$ cat src/rtl/nvram_copier.sv
// Bulk copier between a working RAM and its backing (non-volatile) RAM.
// Copies all 2**AW locations one word per two cycles in either direction.
module nvram_copier #(
  parameter int unsigned AW = 8,
  parameter int unsigned DW = 8
) (
  input  logic          clk,
  input  logic          reset_n,
  input  logic          store,
  input  logic          recall,
  output logic          busy,
  output logic          done,
  input  logic [AW-1:0] cpu_a,
  input  logic [DW-1:0] cpu_d,
  input  logic          cpu_r,
  input  logic          cpu_w,
  output logic [AW-1:0] ram_a,
  output logic [DW-1:0] ram_i,
  output logic          ram_r,
  output logic          ram_w,
  input  logic [DW-1:0] ram_o,
  output logic [AW-1:0] nv_a,
  output logic [DW-1:0] nv_i,
  output logic          nv_r,
  output logic          nv_w,
  input  logic [DW-1:0] nv_o
);

  typedef enum logic [1:0] {StIdle, StRd, StWr, StDone} state_e;
  typedef enum logic {DirStore = 1'b0, DirRecall = 1'b1} dir_e;

  state_e        state_q, state_d;
  dir_e          dir_q, dir_d;
  logic [AW-1:0] cnt_q, cnt_d;

  always_ff @(posedge clk or negedge reset_n) begin
    if (!reset_n) begin
      state_q <= StIdle;
      dir_q   <= DirStore;
      cnt_q   <= '0;
    end else begin
      state_q <= state_d;
      dir_q   <= dir_d;
      cnt_q   <= cnt_d;
    end
  end

  // Next-state logic; recall has priority over store when both are requested.
  always_comb begin
    state_d = state_q;
    dir_d   = dir_q;
    cnt_d   = cnt_q;
    unique case (state_q)
      StIdle: begin
        if (recall) begin
          dir_d   = DirRecall;
          cnt_d   = '0;
          state_d = StRd;
        end else if (store) begin
          dir_d   = DirStore;
          cnt_d   = '0;
          state_d = StRd;
        end
      end
      StRd: state_d = StWr;
      StWr: begin
        // The counter wraps to zero naturally on the final word.
        cnt_d   = cnt_q + AW'(1);
        state_d = (cnt_q == {AW{1'b1}}) ? StDone : StRd;
      end
      StDone:  state_d = StIdle;
      default: state_d = StIdle;
    endcase
  end

  // Port steering: the CPU owns the working RAM only while idle.
  always_comb begin
    ram_a = cnt_q;
    ram_i = '0;
    ram_r = 1'b0;
    ram_w = 1'b0;
    nv_a  = cnt_q;
    nv_i  = '0;
    nv_r  = 1'b0;
    nv_w  = 1'b0;
    busy  = 1'b1;
    done  = 1'b0;
    unique case (state_q)
      StIdle: begin
        ram_a = cpu_a;
        ram_i = cpu_d;
        ram_r = cpu_r;
        ram_w = cpu_w;
        busy  = 1'b0;
      end
      StRd: begin
        if (dir_q == DirRecall) nv_r = 1'b1;
        else                    ram_r = 1'b1;
      end
      StWr: begin
        if (dir_q == DirRecall) begin
          ram_w = 1'b1;
          ram_i = nv_o;
        end else begin
          nv_w = 1'b1;
          nv_i = ram_o;
        end
      end
      StDone:  done = 1'b1;
      default: busy = 1'b0;
    endcase
  end

endmodule
$ cat config.mk
export PLATFORM = sky130hd
export DESIGN_NAME = nvram_copier
export DESIGN_NICKNAME = d
export VERILOG_FILES = /design/src/rtl/nvram_copier.sv
export SDC_FILE = /design/constraint.sdc
export NUM_CORES = 1
export LEC_CHECK = 0
export BUFFER_PORTS_ARGS = -buffer_cell sky130_fd_sc_hd__buf_2
export CAP_MARGIN = 20
export CORE_ASPECT_RATIO = 1.1
export CORE_MARGIN = 2
export CORE_UTILIZATION = 40
export CTS_CLUSTER_SIZE = 16
export DETAILED_ROUTE_END_ITERATION = 7
export PLACE_DENSITY = 0.82
export SLEW_MARGIN = 20
export SYNTH_ARGS = -nofsm -noshare
export SYNTH_HDL_FRONTEND = slang
export SYNTH_SLANG_ARGS = --single-unit
$ cat constraint.sdc
create_clock -name clk -period 2.9 [get_ports clk]
set_input_delay 0.145 -clock clk [delete_from_list [all_inputs] [get_ports clk]]
set_output_delay 0.145 -clock clk [all_outputs]
set_load 0.005 [all_outputs]
==> metrics.yaml <==
synth_area_um2: 870
status: "finished clean"
clk_latency_ns: 0.27
avgViaCountPerCell: 5.28
p_int_uw: 623
yosys_warnings: 0
postSynth.asyncResetShare_pct: 100
final_common_cell: "buf_2"
ant_nets: 0
fmax_mhz: 420
leakage_nw: 0.752
die_area_mm2: 0.00256
cts_tree: "yes"
worstHoldStart: "recall"
post_cts_buffers: 0
antenna_cells: 0
p_total_mw: 1.16
ctsHtreeMaxLevel: 1
cts_buffers: 3
holdPathStages: 2
synth-seq-cells: 11
io_buffers: 75
avgSynthCellArea_um2: 8.05
grt_max_degree: 24
clock_path_buffers: 2
pwr_density_cell_mw_per_mm2: 907
antenna_found_initial: 0
layout_common_cells: "buf_2 (75), nor2_1 (11), nand2_1 (11), dfrtp_1 (11), and3_1 (10)"
rrSetupSlack_ns: 1.04
syn_nets: 147
combPwrFrac_pct: 61.1
p_sw_share_pct: 46.3
slew_viol_final: 0
place_congestion: 0.795
grt_use_total_pct: 19.8
timing.rr.end: "dir_q"
cts_resized: 0
fp.dieH_um: 52.9
first_iter_violations: 29
cp-end-kind: "output port"
synth_compound_area_share_pct: 21.3
grt_pass1_wl_um: 4010
drive_gt1_share_pct: 49.4
p_switching_uw: 537
wire_per_inst_um: 13.1
fillers: 193
core-area_mm2: 0.00202
num_io_pins: 76
synth_top_family_by_area: "simple AND/OR/NAND/NOR gates"
fp-row-count: 17
synth-simple-area-share_pct: 27.3
synthXorXnorAreaFrac_pct: 0
synthFlopType: "dfrtp_1"
drc: 0
clk_pin_slew_ns: 0.07
reg2reg_from: "state_q[0]"
critPathMaxFanout: 23
worst_pin_slew_ns: 0.862
num_vias: 1098
r2r_cells: 3
crit_type: "reg2out"
setup_violations: 0
relSlewSlack_pct: 42.3
ys_types: 32
overflow: 0
cp.arrival_ns: 2.23
drv_cap: 0
clockPowerShare_pct: 9.3
yosys.area_share.adder_pct: 1.44
synth-edff-count: 0
cts_root_buffer: "clkbuf_4"
pwr-share-seq_pct: 29.6
hold_path.class: "in2reg"
crit_path_start_kind: "register"
clock-sinks: 11
wirelength_um: 2720
syn2layout_area_growth_pct: 47.1
fin_skew_ns: 0.00269
vdd_drop_max_v: 0.000581
setup_tns_ns: 0
fp.dieW_um: 48.5
finalHoldViolCount: 0
firstDrtPassIters: 4
netlist_instances: 108
dp_hpwl_um: 2110
holdPathEnd: "dir_q"
grt_pass1_vias: 948
rsz0062_at_grt: "false"
final.period_utilization_pct: 82.1
yosysSeqAreaShare_pct: 31.7
initial_utilization_pct: 43.0
nNetsFinal: 220
fin_crit_ns: 2.38
crit_start: "state_q[0]"
synthMuxAreaShare_pct: 11.4
worstPathRequired_ns: 2.76
## Yosys cell counts (2+ instances only)
| library cell | number | area (um2) |
|---|---|---|
| a41oi_1 | 2 | 17.5 |
| a22oi_1 | 6 | 45.0 |
| a31oi_1 | 4 | 25.0 |
| inv_1 | 4 | 15.0 |
| nand2_1 | 11 | 41.3 |
| nand3_1 | 4 | 20.0 |
| nor3_1 | 2 | 10.0 |
| a21oi_1 | 5 | 25.0 |
| nor2_1 | 11 | 41.3 |
| buf_2 | 5 | 25.0 |
| mux2i_1 | 2 | 20.0 |
| and2_1 | 2 | 12.5 |
| and3_1 | 10 | 62.6 |
| mux2_2 | 7 | 78.8 |
| dfrtp_1 | 11 | 275 |
| o21ai_0 | 6 | 30.0 |
## final cells by class
| cell class | count | area (um2) | area share, % |
|---|---|---|---|
| multi-input combinational | 84 | 534 | 41.8 |
| timing repair buffer | 77 | 393 | 30.7 |
| sequential | 11 | 275 | 21.5 |
| tap | 28 | 35.0 | 2.74 |
| clock buffer | 4 | 26.3 | 2.05 |
| inverter | 4 | 15.0 | 1.17 |
## power by group through the flow
stage,combinational [mW],sequential (mW),clock [mW]
floorplan,0.468,0.290,0
global placement,0.682,0.335,0
detailed placement,0.708,0.341,0
CTS,0.712,0.338,0.108
global route,0.777,0.355,0.119
finish,0.709,0.343,0.108
## state kept, by name, indices dropped and copies added (netlist names)
name,cells
nv_a,8
dir_q,1
state_q,2
## layer usage
| metal | part of all wire (%) | track usage, % | up-vias | wire, um |
|---|---|---|---|---|
| met1 | 39 | 21.6 | 510 | 1060 |
| met4 | 0.63 | 5.71 | 0 | 17 |
| met3 | 8.5 | 5.08 | 3 | 232 |
| met2 | 52 | 38.2 | 48 | 1410 |
| li1 | - | - | 537 | - |
| met5 | 0 | 0 | - | 0 |
## worst max path at each step
stage | endpoint | slack, ns
5_1_grt | ram_a[6] | 0.43
3_5_place_dp | ram_a[3] | 0.86
3_3_place_gp | ram_a[0] | 0.94
4_1_cts | ram_a[3] | 0.56
6_report | ram_a[3] | 0.52
2_1_floorplan | ram_a[2] | 1.62
## worst max-delay path, stage by stage (launching register included)
cell and delay (ns):
dfrtp_1 0.62, nor2_1 0.78, mux2_2 0.43, buf_2 0.13
## metrics by stage
stage	utilization [%]	setup slack, ns	std cells	hold slack [ns]	cell area, um2
after floorplan	-	1.62	108	-0.151	870
after global placement	61.5	0.936	203	0.0229	1240
after detailed placement	61.5	0.861	203	0.0329	1240
after CTS	63.3	0.565	208	0.133	1280
after global routing	63.3	0.425	208	0.133	1280
final	63.3	0.520	208	0.128	1280
## logic make-up (layout without fill, tap and decap cells)
logic type | count (synthesis) | in the layout
and+or+nand+nor | 46 | 46
AOI/OAI and AO/OA | 28 | 28
buffers and inverters | 13 | 85
DFF | 11 | 11
muxes | 9 | 9
adders and majority gates | 1 | 1
## what timing repair did
item                                    4_1_cts  5_1_grt
hold buffers                                  1        0
hold endpoints to repair                     11        0
endpoints found under the setup margin        0        0
Note: power is estimated with default switching activity, not from simulation.
